File: config.mk
export PLATFORM = sky130hd
export DESIGN_NAME = cis_scan_ctrl
export DESIGN_NICKNAME = d
export VERILOG_FILES = /design/src/rtl/cis_scan_pkg.sv /design/src/rtl/cis_pix_timer.sv /design/src/rtl/cis_scan_ctrl.sv
export SDC_FILE = /design/constraint.sdc
export NUM_CORES = 1
export LEC_CHECK = 0
export CAP_MARGIN = 10
export CORE_MARGIN = 4
export CORE_UTILIZATION = 50
export CTS_BUF_LIST = sky130_fd_sc_hd__clkbuf_4 sky130_fd_sc_hd__clkbuf_8 sky130_fd_sc_hd__clkbuf_16
export CTS_CLUSTER_SIZE = 25
export DETAILED_ROUTE_END_ITERATION = 10
export GPL_ROUTABILITY_DRIVEN = 1
export HOLD_SLACK_MARGIN = 0.02
export PLACE_DENSITY_LB_ADDON = 0.05
export SLEW_MARGIN = 20
export SYNTH_ARGS = -nofsm -noshare
export SYNTH_HDL_FRONTEND = slang
export SYNTH_SLANG_ARGS = --single-unit
File: constraint.sdc
create_clock -name clk_cis -period 3.31 [get_ports clk_cis]
set_clock_uncertainty 0.2 [all_clocks]
set_input_delay 0.4965 -clock clk_cis [delete_from_list [all_inputs] [get_ports clk_cis]]
set_output_delay 0.4965 -clock clk_cis [all_outputs]
set_load 0.1 [all_outputs]
File: src/rtl/cis_scan_pkg.sv
// Shared state encoding and parameter defaults for the CIS line-scan controller.
package cis_scan_pkg;

  localparam int unsigned DEF_CLK_DIV      = 4;
  localparam int unsigned DEF_SI_CYC       = 8;
  localparam int unsigned DEF_PIX_PER_LINE = 5184;
  localparam int unsigned DEF_GAP_CYC      = 16;
  localparam int unsigned IDX_W            = 16;

  typedef enum logic [2:0] {
    ST_IDLE = 3'd0,
    ST_SI   = 3'd1,
    ST_PIX  = 3'd2,
    ST_GAP  = 3'd3,
    ST_DONE = 3'd4
  } scan_state_t;

endpackage

File: src/rtl/cis_pix_timer.sv
// Pixel timer: divides clk_cis into cis_clk periods, strobes the last high
// cycle of each pixel and counts pixels within the line.
module cis_pix_timer
  import cis_scan_pkg::*;
#(
  parameter int unsigned CLK_DIV = DEF_CLK_DIV
) (
  input  logic             clk_cis,
  input  logic             rst_n,
  input  logic             enable,
  input  logic             clear,
  output logic             clk_out,
  output logic             strobe,
  output logic [IDX_W-1:0] idx
);

  localparam int unsigned    PH_W    = $clog2(CLK_DIV);
  localparam logic [PH_W-1:0] PH_LAST = PH_W'(CLK_DIV - 1);
  localparam logic [PH_W-1:0] PH_HALF = PH_W'(CLK_DIV / 2);

  logic [PH_W-1:0] ph;
  logic [PH_W-1:0] ph_nxt;
  logic            wrap;

  always_comb begin
    wrap   = (ph == PH_LAST);
    ph_nxt = wrap ? '0 : ph + PH_W'(1);
  end

  // clk_out/strobe are registered from the next phase so they line up with ph.
  always_ff @(posedge clk_cis or negedge rst_n) begin
    if (!rst_n) begin
      ph      <= '0;
      idx     <= '0;
      clk_out <= 1'b0;
      strobe  <= 1'b0;
    end else if (clear) begin
      ph      <= '0;
      idx     <= '0;
      clk_out <= 1'b0;
      strobe  <= 1'b0;
    end else if (enable) begin
      ph      <= ph_nxt;
      clk_out <= (ph_nxt >= PH_HALF);
      strobe  <= (ph_nxt == PH_LAST);
      if (wrap) begin
        idx <= idx + IDX_W'(1);
      end
    end
  end

endmodule

File: src/rtl/cis_scan_ctrl.sv
// Contact image sensor scan controller: sequences SI pulse, pixel clocking
// and inter-line gap for a programmable number of lines, with start-to-abort.
module cis_scan_ctrl
  import cis_scan_pkg::*;
#(
  parameter int unsigned CLK_DIV      = DEF_CLK_DIV,
  parameter int unsigned SI_CYC       = DEF_SI_CYC,
  parameter int unsigned PIX_PER_LINE = DEF_PIX_PER_LINE,
  parameter int unsigned GAP_CYC      = DEF_GAP_CYC
) (
  input  logic        clk_cis,
  input  logic        rst_n,
  input  logic        start,
  input  logic [15:0] line_num,
  output logic        cis_si,
  output logic        cis_clk,
  output logic        pix_valid,
  output logic [15:0] pix_idx,
  output logic [15:0] line_idx,
  output logic        busy,
  output logic        scan_done
);

  localparam int unsigned     CNT_MAX  = (SI_CYC > GAP_CYC) ? SI_CYC : GAP_CYC;
  localparam int unsigned     CNT_W    = $clog2(CNT_MAX + 1);
  localparam logic [CNT_W-1:0] SI_LAST  = CNT_W'(SI_CYC - 1);
  localparam logic [CNT_W-1:0] GAP_LAST = CNT_W'(GAP_CYC - 1);
  localparam logic [15:0]      PIX_LAST = 16'(PIX_PER_LINE - 1);

  scan_state_t      state;
  logic [CNT_W-1:0] cnt;
  logic [15:0]      lines;
  logic             abort;
  logic             line_end;
  logic             tmr_en;
  logic             tmr_clr;

  // Any start seen while busy (including DONE) is an abort, never a restart.
  always_comb begin
    abort    = busy & start;
    line_end = (state == ST_PIX) & pix_valid & (pix_idx == PIX_LAST);
    tmr_en   = (state == ST_PIX);
    tmr_clr  = ~tmr_en | line_end | abort;
  end

  cis_pix_timer #(
    .CLK_DIV (CLK_DIV)
  ) u_pix_timer (
    .clk_cis (clk_cis),
    .rst_n   (rst_n),
    .enable  (tmr_en),
    .clear   (tmr_clr),
    .clk_out (cis_clk),
    .strobe  (pix_valid),
    .idx     (pix_idx)
  );

  always_ff @(posedge clk_cis or negedge rst_n) begin
    if (!rst_n) begin
      state     <= ST_IDLE;
      cnt       <= '0;
      lines     <= '0;
      line_idx  <= '0;
      cis_si    <= 1'b0;
      busy      <= 1'b0;
      scan_done <= 1'b0;
    end else begin
      scan_done <= 1'b0;
      if (abort) begin
        state    <= ST_IDLE;
        cnt      <= '0;
        line_idx <= '0;
        cis_si   <= 1'b0;
        busy     <= 1'b0;
      end else begin
        case (state)
          ST_IDLE: begin
            if (start && (line_num != 16'd0)) begin
              lines    <= line_num;
              line_idx <= '0;
              cnt      <= '0;
              cis_si   <= 1'b1;
              busy     <= 1'b1;
              state    <= ST_SI;
            end
          end
          ST_SI: begin
            if (cnt == SI_LAST) begin
              cnt    <= '0;
              cis_si <= 1'b0;
              state  <= ST_PIX;
            end else begin
              cnt <= cnt + CNT_W'(1);
            end
          end
          ST_PIX: begin
            if (line_end) begin
              cnt   <= '0;
              state <= ST_GAP;
            end
          end
          ST_GAP: begin
            if (cnt == GAP_LAST) begin
              cnt <= '0;
              if (line_idx == lines - 16'd1) begin
                scan_done <= 1'b1;
                state     <= ST_DONE;
              end else begin
                line_idx <= line_idx + 16'd1;
                cis_si   <= 1'b1;
                state    <= ST_SI;
              end
            end else begin
              cnt <= cnt + CNT_W'(1);
            end
          end
          ST_DONE: begin
            busy  <= 1'b0;
            state <= ST_IDLE;
          end
          default: begin
            busy  <= 1'b0;
            state <= ST_IDLE;
          end
        endcase
      end
    end
  end

endmodule

### Word-level counts from Yosys, hierarchy flattened

Index checks and enable logic that the tools add are counted.

| operators by class | value |
|---|---|
| mux-type cells | 40 |
| reduce and logical (&&, ||, !) cells | 16 |
| add/subtract/negate cells | 5 |
| div/mod/pow operators | 0 |
| bitwise gates (word level) | 7 |
| $mul | 0 |
| shift operators | 0 |
| equal/unequal tests | 15 |
| order comparisons | 1 |

Operators by type and width:

| cell | count |
|---|---|
| $mux 16 | 7 |
| $add 16x1->16 const B | 2 |
| $pmux 16 s2 | 1 |
| $mux 5 | 5 |
| $pmux 5 s4 | 1 |
| $mux 3 | 6 |
| $eq 16x13->1 const B | 1 |
| $eq 16x16->1 | 1 |
| $reduce_bool 16->1 | 1 |
| $sub 16x1->16 const B | 1 |
| $ne 3x3->1 const B | 5 |
| $mux 1 | 14 |
| $pmux 3 s4 | 1 |
| $reduce_and 4->1 | 2 |
| $eq 3x2->1 const B | 2 |
| $mux 2 | 3 |
| $reduce_and 3->1 | 2 |
| $add 5x1->5 const B | 1 |
| $eq 5x3->1 const B | 1 |
| $eq 5x4->1 const B | 1 |
| $reduce_and 5->1 | 1 |
| $reduce_bool 5->1 | 1 |
| $eq 2x2->1 const B | 2 |
| $reduce_and 2->1 | 2 |
| other kinds (15) | 20 |

| storage, ports and cells | value |
|---|---|
| bits in latches | 0 |
| output and inout bits | 37 |
| ROM bits | 0 |
| bits in registers | 63 |
| bits of input ports | 19 |
| logic and storage cells | 95 |
| memory bits (writable) | 0 |
| memories kept | 0 |

### Logic depth before layout (Yosys ltp)

Gate-level depths: netlist of the first run.

| depth | value |
|---|---|
| depth in word-level cells | 7 |
| mapped depth | 11 |
| gate-level depth less buffers | 9 |

### By module

A second synthesis of the first run with hierarchy kept.

| unflattened totals | value |
|---|---|
| cell total of the unflattened synthesis | 430 |
| area total of the unflattened synthesis | 3878.7 sq um |

By module, submodules not included:

| module | area each (sq um) | times used | cells an instance |
|---|---|---|---|
| cis_scan_ctrl | 2902.8 | 1 | 330 |
| cis_pix_timer | 975.9 | 1 | 100 |

### Worst setup path before layout of the first run

No wires, ideal clock.

| timing | value |
|---|---|
| kind | register to register |
| from | register line_idx[3] |
| to | register line_idx[13] |
| setup time | 0.124 ns |
| data arrival time | 3.274 ns |
| cell stages (with the launch flop) | 9 |
| period minus slack after synthesis | 3.598 ns |
| setup slack | -0.288 ns |
| required time | 2.986 ns |
| buffers on the path | 1 |
| path through | dfrtp_1 -> xnor2_1 -> xnor2_1 -> or4_1 -> or4_4 -> o41ai_4 -> buf_6 -> nor4_1 -> a211o_1 |

| between the ends | value |
|---|---|
| cells in the longest elaborated chain, start to end | 5 |
| elaborated cells on any way between the ends | 8 |
| those cells by class | add/sub (1); eq/ne (2); mux (4); reduce/logical (1) |

Ends and longest elaborated chain:

| item | RTL line | source |
|---|---|---|
| start: declaration | cis_scan_ctrl.sv:19 | `output logic [15:0] line_idx,` |
| start signal: assignment | cis_scan_ctrl.sv:109 | `line_idx <= line_idx + 16'd1;` |
| $add 16x1->16 | cis_scan_ctrl.sv:109 |  |
| $mux 16 | cis_scan_ctrl.sv:105 | `if (line_idx == lines - 16'd1) begin` |
| $mux 16 | cis_scan_ctrl.sv:103 | `if (cnt == GAP_LAST) begin` |
| $pmux 16 s2 | cis_scan_ctrl.sv:76 | `case (state)` |
| $mux 16 | cis_scan_ctrl.sv:69 | `if (abort) begin` |

Several ways; a longest one is shown, not always the timed one. The select of a mux whose other input is x is not followed.
A chain may end at the register's enable or synchronous reset.

### Final worst setup path of the first run

| timing | value |
|---|---|
| from | register lines[3] |
| to | register line_idx[13] |

| between the ends | value |
|---|---|
| cells in the longest elaborated chain, start to end | 4 |

Ends and longest elaborated chain:

| item | RTL line | source |
|---|---|---|
| start: declaration | cis_scan_ctrl.sv:32 | `logic [15:0] lines;` |
| start signal: assignment | cis_scan_ctrl.sv:79 | `lines <= line_num;` |
| $sub 16x1->16 | cis_scan_ctrl.sv:105 |  |
| $eq 16x16->1 | cis_scan_ctrl.sv:105 |  |
| $ne 3x3->1 (no source line) | -- |  |
| $reduce_and 4->1 (no source line) | -- |  |

Every way passes these cells.

==> results.cfg, run 1 <==
[layout]
area_growth_pct = 26.2
final_area_um2 = 4820
fill_cells = 647
final_util_pct = 65.7
finalNonFillerCells = 588
final_cell_mix = buf_4, dfrtp_1, nand2_1
antenna_cells = 0
layout_commonest_cell = buf_4
nNetsFinal = 511
layout-drive-gt1-share_pct = 26.0

[die]
core_area_um2 = 7330
io_pins = 56
fp.dieW_um = 95.4
fp-row-count = 31
die_area_um2 = 9100
initial_core_util_pct = 52.1
fp.dieH_um = 95.4

[worst_setup_path]
cp_data_arrival_time_ps = 3280
crit_path_cell_trace = or4_4 > or3_4 > a41o_1 > or4_4 > o41ai_4 > buf_4 > buf_12 > nor4_2 > a211o_1
slowest_stage = or4_4
rrSetupSlack_ps = 60
crit_top_cell = or4_4
crit_path_end_kind = flop
cp_max_fo = 8
max_stage_delay_ps = 530
crit_path_start_kind = flop
cp.required_ps = 3340
critical_path_class = flop to flop

[power]
ir_drop_uv = 543
powerDensity_nw_per_um2 = 702
p_leak_nw = 2.07

[global_route]
top_usage_layer = met2
grt-ovfl-total = 0
antenna_found_initial = 0
grt_use_total_pct = 22.5
grt_use_met3_pct = 3.95
grt_use_met1_pct = 28.9
met2_usage_pct = 38.3
grt_max_degree = 25
grt_pass1_wl_mm = 16.0
grt_pass1_vias = 3278

[sta]
relSlewSlack_pct = 61.4
hold_viol_final = 0
period_minus_slack_ps = 3250
drv_slew = 0
worstMarginPinSlew_ps = 572
grt_setup_unrepaired = yes
setup_viol = 0
period_share_pct = 98.2
tns_ps = 0
fmax_mhz = 308

[synth]
synth_ff_type = dfrtp_1
ys_seq_elements = 62
synthArstFlopShare_pct = 100
yosysWarnings = 0
synth-seq-area-share_pct = 40.6
synth.avg_cell_area_um2 = 9.41
syn_inst = 406
yosysUniqueCellTypes = 60
synth_fp_nets = 433
netlist_area_um2 = 3820
synth-edff-count = 0

[drt]
ant_nets = 0
routedWlPerCell_um = 16.7
first_pass_iters = 5
routed_wl_mm = 9.85
drc_errors = 0
viasPerCell = 5.92
vias = 3479
drt-initial-drc-count = 177

[clock_tree]
cts_tree = yes
clk_latency_ps = 340
cts_sinks = 62
cts_buffer_depth = 2
cts_buffers = 9
cts-root-buf = clkbuf_8
h-tree-depth = 3
path_clk_slew_ps = 70

[place]
place_congestion = 0.847
dpl_cell_area_um2 = 4510
io_buffer_count = 55
dp_hpwl_mm = 7.24
place_inst = 566

[job]
drv_cap = 0

[min_path]
hold_class = flop to flop

[status]
status = completed
-- area by class of cell --
class	instances	area [um^2]	area share, %
inverter	15	56.3	1.17
clock buffer	13	166	3.45
timing repair buffer	88	733	15.2
tap	99	124	2.57
sequential	62	1560	32.3
multi-input combinational	308	2140	44.4
clock inverter	3	42.5	0.883
-- layer usage --
layer  part of all wire (%)  up-vias
met5                      0        -
met4                    1.5        0
met3                    4.6       11
met2                     50       91
met1                     44     1697
li1                       -     1680
-- sequential cells by signal (all words and copies together), names as in the netlist --
register,cells
line_idx,16
lines,16
u_pix_timer.idx,16
cnt,5
state,3
u_pix_timer.ph,2
busy,1
cis_si,1
scan_done,1
u_pix_timer.strobe,1
-- power breakdown --
part	switching, mW	leakage (nW)	internal, mW
clock	0.300	0.106	0.405
sequential	0.205	0.815	0.913
combinational	0.898	1.15	0.664
total	1.40	2.07	1.98
-- worst max-delay path: cells and delay by family, from the launching register on --
| kind | cells | cell delay, ps |
|---|---|---|
| buf+inv | 2 | 310 |
| simple gates | 4 | 1370 |
| flops | 1 | 490 |
| compound gates | 3 | 760 |
-- final timing paths --
kind | to | startpoint | depth (start not counted)
setup reg to reg | line_idx[13]$_DFFE_PN0P_ | lines[3]$_DFFE_PN0P_ | 9
hold reg to reg | u_pix_timer.ph[0]$_DFFE_PN0P_ | u_pix_timer.ph[0]$_DFFE_PN0P_ | 1
min in group asynchronous | line_idx[8]$_DFFE_PN0P_ | rst_n | 2
max in group asynchronous | line_idx[14]$_DFFE_PN0P_ | rst_n | 3
setup / recovery | line_idx[13]$_DFFE_PN0P_ | lines[3]$_DFFE_PN0P_ | 9
hold / removal | u_pix_timer.ph[0]$_DFFE_PN0P_ | u_pix_timer.ph[0]$_DFFE_PN0P_ | 1
-- cells by family (layout without fill, tap and decap cells) --
| group | count (synthesis) | after routing | share of synthesized area [%] |
|---|---|---|---|
| muxes | 20 | 20 | 5.80 |
| and+or+nand+nor | 166 | 166 | 23.5 |
| DFF | 62 | 62 | 40.6 |
| buffers and inverters | 36 | 119 | 4.52 |
| adders and majority gates | 8 | 8 | 2.62 |
| xor gates and xnor gates | 28 | 28 | 6.42 |
| AOI/OAI and AO/OA | 86 | 86 | 16.6 |
-- cells in the mapped netlist, drive strengths merged, types with 7 or more instances --
cell    instances  area, um^2
clkbuf         13        48.8
mux2           17         191
a21oi          11        55.1
xor2           14         123
dfrtp          62        1550
nor2           30         113
inv            15        56.3
o31ai          10        75.1
nand2          33         124
and3           12        75.1
nand4           9        56.3
nor4           18         113
nand3          22         110
xnor2          14         123
o21ai          18        90.1
o311ai          7        61.3
buf             8        67.6
or4             7        56.3
ha              8         100
-- timing repair --
item / in CTS / in global routing
buffers inserted: 0 / 4
gates resized for setup: 0 / 9
hold endpoints to repair: 20 / 0
hold buffers: 1 / 0
endpoints found under the setup margin: 0 / 15
-- stage by stage --
step / setup slack [ps] / power [mW] / hold WS (ps)
final: 59.8 / 3.38 / 265
after global routing: -31.2 / 3.60 / 295
after CTS: 54.0 / 3.32 / 271
after detailed placement: 78.4 / 2.60 / 261
after global placement: 108 / 2.57 / 249
after floorplan: -16.5 / 2.17 / 0.909
No activity file was read; power rests on OpenSTA's default activity.
==> run 2: changes to the inputs <==
--- a/config.mk
+++ b/config.mk
@@ -5,6 +5,7 @@
 export SDC_FILE = /design/constraint.sdc
 export NUM_CORES = 1
 export LEC_CHECK = 0
+export ABC_AREA = 1
 export CAP_MARGIN = 10
 export CORE_MARGIN = 4
 export CORE_UTILIZATION = 50
@@ -13,6 +14,7 @@
 export DETAILED_ROUTE_END_ITERATION = 10
 export GPL_ROUTABILITY_DRIVEN = 1
 export HOLD_SLACK_MARGIN = 0.02
+export MAX_ROUTING_LAYER = met4
 export PLACE_DENSITY_LB_ADDON = 0.05
 export SLEW_MARGIN = 20
 export SYNTH_ARGS = -nofsm -noshare
==> run 2 against run 1 <==
Sequential cell count stayed put. Routed wire length rose by 2.2%. Worst hold slack better by 1.6 ps. Clock power down 5.1%. Synthesized area increased by 4.8%. Combinational power up 7%. Clock-buffer cell count down 3. Via count rose by 9.7%. Die area increased by 4.4%. Synthesized cell count rose by 39%. Setup slack improved by 700 ps. Sequential power barely moved. Largest power group unchanged.
==> results.cfg, run 2 <==
[status]
status = completed

[drt]
routedWlPerCell_um = 13.7
first_pass_iters = 5
viasPerCell = 5.18
drc_errors = 0
routed_wl_mm = 10.1
ant_nets = 0
drt-initial-drc-count = 133
vias = 3816

[die]
io_pins = 56
die_area_um2 = 9510
fp-row-count = 32
core_area_um2 = 7770
fp.dieW_um = 97.5
initial_core_util_pct = 51.6
fp.dieH_um = 97.5

[synth]
yosysUniqueCellTypes = 34
synth_area_leaders = dfrtp_1, nand2_1, inv_1, nor2_1, nand4_1
yosysWarnings = 0
synth-edff-count = 0
syn_inst = 563
netlist_area_um2 = 4010
ys_seq_elements = 62
synthArstFlopShare_pct = 100
synth_most_common_cell = nand2_1
synth_top_cell_area_share_pct = 38.7
synth_fp_nets = 590
yosys.area.top_type = dfrtp_1
synth_ff_type = dfrtp_1
synth-seq-area-share_pct = 38.7
synth.avg_cell_area_um2 = 7.11
synth_commonest_cells = nand2_1, inv_1, dfrtp_1, nor2_1, nand4_1

[clock_tree]
cts_tree = yes
ctsResizeCount = 0
cts_buffers = 9
path_clk_slew_ps = 80
cts_setup_buffers = 0
clk_latency_ps = 350
ctsHoldBuffers = 1
h-tree-depth = 3
cts_buffer_depth = 2
cts_sinks = 62
cts-root-buf = clkbuf_8

[layout]
finalNonFillerCells = 736
antenna_cells = 0
nNetsFinal = 656
reg_top3 = line_idx: 16 flops, lines: 16 flops, u_pix_timer.idx: 16 flops
final_util_pct = 61.9
layout_commonest_cell = nand2_1
area_growth_pct = 20.0
final_area_um2 = 4810
final_cell_mix = nand2_1, inv_1, nor2_1, dfrtp_1, buf_4
layout-drive-gt1-share_pct = 15.5

[place]
place_congestion = 0.924
dp_hpwl_mm = 7.63
dp_worst_setup_slack_ps = 415
place_inst = 719
io_buffer_count = 55
dpl_cell_area_um2 = 4600

[min_path]
hold_class = flop to flop

[power]
ir_drop_uv = 361
p_leak_nw = 2.38
powerDensity_nw_per_um2 = 718
power_mw = 3.45

[global_route]
grt-ovfl-total = 0
grt_max_degree = 35
grt_use_total_pct = 22.9
antenna_found_initial = 0
grt_pass1_vias = 3745
grt_pass1_wl_mm = 17.4

[sta]
fmax_mhz = 392
tns_ps = 0
relSlewSlack_pct = 54.0
grt_setup_unrepaired = no
setup_viol = 0
fin_ws_ps = 758
worstMarginPinSlew_ps = 690
drv_slew = 0
hold_viol_final = 0
period_minus_slack_ps = 2550
whs_ps = 266
period_share_pct = 77.1

[job]
drv_cap = 0

[worst_setup_path]
critical_path_class = flop to flop
crit_path_end_kind = flop
cp_data_arrival_time_ps = 2640
cp_max_fo = 16
cp.required_ps = 3400
crit_path_start_kind = flop
==> run 2: power breakdown <==
part	total [mW]	internal, mW	switching [mW]
combinational	1.67	0.517	1.15
clock	0.669	0.353	0.316
sequential	1.11	0.911	0.201
==> run 2: worst paths after layout <==
path | from | end | slack, ps | cells past startpoint
worst max-delay path | lines[0]$_DFFE_PN0P_ | line_idx[15]$_DFFE_PN0P_ | 760 | 14
worst min-delay path | u_pix_timer.ph[0]$_DFFE_PN0P_ | u_pix_timer.ph[0]$_DFFE_PN0P_ | 270 | 1
worst max register to register | lines[0]$_DFFE_PN0P_ | line_idx[15]$_DFFE_PN0P_ | 760 | 14
worst min register to register | u_pix_timer.ph[0]$_DFFE_PN0P_ | u_pix_timer.ph[0]$_DFFE_PN0P_ | 270 | 1
max in group asynchronous | rst_n | cnt[0]$_DFFE_PN0P_ | 1750 | 3
min in group asynchronous | rst_n | lines[11]$_DFFE_PN0P_ | 520 | 2
==> run 2: cell type report <==
type | instances | area (um^2)
multi-input cells | 412 | 2100
well taps | 102 | 128
clock buffers | 10 | 131
inverters | 81 | 304
flip-flops and latches | 62 | 1550
fillers | 770 | 2960
clock inverters | 6 | 62.6
repair buffers | 63 | 528
==> run 2: cell families (layout without fill, tap and decap cells) <==
group	after synthesis	count (layout)	synth area share (%)
DFF	62	62	38.7
AOI/OAI and AO/OA	58	58	7.81
adders and majority gates	8	8	2.50
and+or+nand+nor	327	327	38.0
xor gates and xnor gates	19	19	4.15
buffers and inverters	89	160	8.81
==> run 2: critical path, stage by stage (launching register included) <==
cell	delay (ps)
dfrtp_1	400
inv_2	110
ha_1	280
nand2_1	80
nor2_1	170
nor2_1	60
nor2_1	80
nand2_1	50
nor2_1	100
nand3_1	130
nor2_4	130
nand4_4	250
nand3_4	300
nand2_1	90
nand2_1	60
==> run 2: layer usage <==
metal  GRT usage (%)  vias to the layer above  wire (um)
li1                -                     1941          -
met1            26.4                     1773       4280
met2            39.9                       86       5200
met3            5.24                       16        405
met4            6.92                        0        169
met5               -                        -          0
==> run 3: changes to the inputs <==
==> constraint.sdc (replaced) <==
create_clock -name clk_cis -period 2.05 [get_ports clk_cis]
set_clock_uncertainty 0.2 [all_clocks]
set_input_delay 0.3075 -clock clk_cis [delete_from_list [all_inputs] [get_ports clk_cis]]
set_output_delay 0.3075 -clock clk_cis [all_outputs]
set_load 0.1 [all_outputs]
==> run 3 against run 2 <==
The run now ends with negative setup slack left. Routed wire length rose by 23%. Sequential cell count did not move. Die area did not move. Design area rose by 29%. Clock power rose by 58%. Setup slack got worse by 1000 ps. Sequential share of layout area fell by 5.9 points. Via count rose by 14%. Final cell count rose by 13%. Combinational power rose by 130%. Non-clock buffer count rose by 91. Critical path type unchanged. Critical endpoint is now line_idx[8]$_DFFE_PN0P_.
==> results.cfg, run 3 (synthesis gave the netlist of run 2 again) <==
[layout]
final_util_pct = 79.8
reg_top3 = line_idx: 16 flops, lines: 16 flops, u_pix_timer.idx: 16 flops
final_cell_mix = nand2_1, buf_4, inv_1
layout-drive-gt1-share_pct = 36.1
layout_commonest_cell = nand2_1
nNetsFinal = 748
antenna_cells = 0
fill_cells = 531
area_growth_pct = 54.8

[drt]
routed_wl_mm = 12.3
first_pass_iters = 5
drc_errors = 0
routedWlPerCell_um = 14.9
drt-initial-drc-count = 225
ant_nets = 0
vias = 4341
viasPerCell = 5.24

[die]
die_area_um2 = 9510
fp.dieW_um = 97.5
fp.dieH_um = 97.5
core_area_um2 = 7770
io_pins = 56
fp-row-count = 32
initial_core_util_pct = 51.6

[sta]
fin_ws_ps = -287
fmax_mhz = 428
setup_viol = 21
drv_slew = 0
period_minus_slack_ps = 2340
hold_viol_final = 0
grt_setup_unrepaired = yes
relSlewSlack_pct = 56.1
period_share_pct = 114
worstMarginPinSlew_ps = 658

[clock_tree]
cts-root-buf = clkbuf_8
cts_buffers = 9
cts_sinks = 62
cts_tree = yes
path_clk_slew_ps = 70
cts_buffer_depth = 2
h-tree-depth = 3
clk_latency_ps = 340

[worst_setup_path]
crit_path_start_kind = flop
cp_max_fo = 8
cp_data_arrival_time_ps = 2370
cp.required_ps = 2080
crit_path_end_kind = flop
critical_path_class = flop to flop

[place]
dp_hpwl_mm = 8.94
place_congestion = 0.974
dp_worst_setup_slack_ps = -320
io_buffer_count = 55

[global_route]
grt_pass1_wl_mm = 20.5
antenna_found_initial = 0
grt_max_degree = 36
grt_use_total_pct = 26.9
grt-ovfl-total = 0
grt_pass1_vias = 4443

[power]
powerDensity_nw_per_um2 = 1080
ir_drop_uv = 599
power_mw = 6.72
p_leak_nw = 2.93

[status]
violations = negative setup slack
status = finished, violations left

[min_path]
hold_class = flop to flop

[job]
drv_cap = 0
==> run 3: final timing paths <==
kind / slack [ps] / from / to / depth (start not counted)
hold reg to reg: 290 / cis_si$_DFFE_PN0P_ / cis_si$_DFFE_PN0P_ / 2
min in group asynchronous: 330 / rst_n / lines[11]$_DFFE_PN0P_ / 2
setup / recovery: -290 / lines[0]$_DFFE_PN0P_ / line_idx[8]$_DFFE_PN0P_ / 14
hold / removal: 290 / cis_si$_DFFE_PN0P_ / cis_si$_DFFE_PN0P_ / 2
max in group asynchronous: 680 / rst_n / u_pix_timer.idx[10]$_DFFE_PN0P_ / 3
setup reg to reg: -290 / lines[0]$_DFFE_PN0P_ / line_idx[8]$_DFFE_PN0P_ / 14
==> run 3: where the power goes <==
group | leakage, nW | internal, mW | switching [mW]
Combinational | 2.06 | 1.54 | 2.29
Sequential | 0.766 | 1.49 | 0.330
Clock | 0.104 | 0.579 | 0.484
Total | 2.93 | 3.61 | 3.11
==> run 3: per-stage QoR <==
stage / hold slack [ps] / instances / setup TNS [ps] / instance area [um^2]
6_report: 293 / 828 / -5270 / 6200
5_1_grt: 321 / 828 / -7340 / 6200
4_1_cts: 299 / 815 / -2820 / 5980
3_5_place_dp: 168 / 797 / -8020 / 5740
3_3_place_gp: 155 / 797 / -4130 / 5740
2_1_floorplan: -188 / 563 / -789 / 4150
==> run 3: layout make-up <==
| cell class | count | area [um^2] | area share (%) |
|---|---|---|---|
| multi-input cells | 413 | 2290 | 37.0 |
| repair buffers | 154 | 1640 | 26.5 |
| flip-flops and latches | 62 | 1640 | 26.4 |
| inverters | 81 | 307 | 4.95 |
| clock buffers | 15 | 188 | 3.03 |
| well taps | 102 | 128 | 2.06 |
| clock inverters | 1 | 5.00 | 0.0807 |
==> run 3: repair_timing <==
item | 4_1_cts | 5_1_grt
endpoints found under the hold margin | 23 | 0
setup endpoints to repair | 21 | 31
hold buffers | 1 | 0
gates resized for setup | 10 | 32
pin swaps | 13 | 26
buffers inserted | 0 | 13
cloned | 1 | 0
==> run 3: layer usage <==
metal  track usage, %  up-vias  share of wire (%)
met5                -        -                  0
met4             13.0        0                4.1
li1                 -     2127                  -
met2             45.2      135                 51
met1             30.4     2029                 40
met3             5.81       50                5.1
==> run 3: worst max-delay path, stage by stage (launching register included) <==
cell,delay [ps]
dfrtp_1,400
inv_2,80
ha_4,160
nand2_2,70
nor2_4,120
nor2_1,70
nor2_2,110
nand2_1,60
nor2_1,120
nand3_1,130
nor2_4,170
nand4_4,200
buf_6,200
nand4_1,80
nand2_1,60
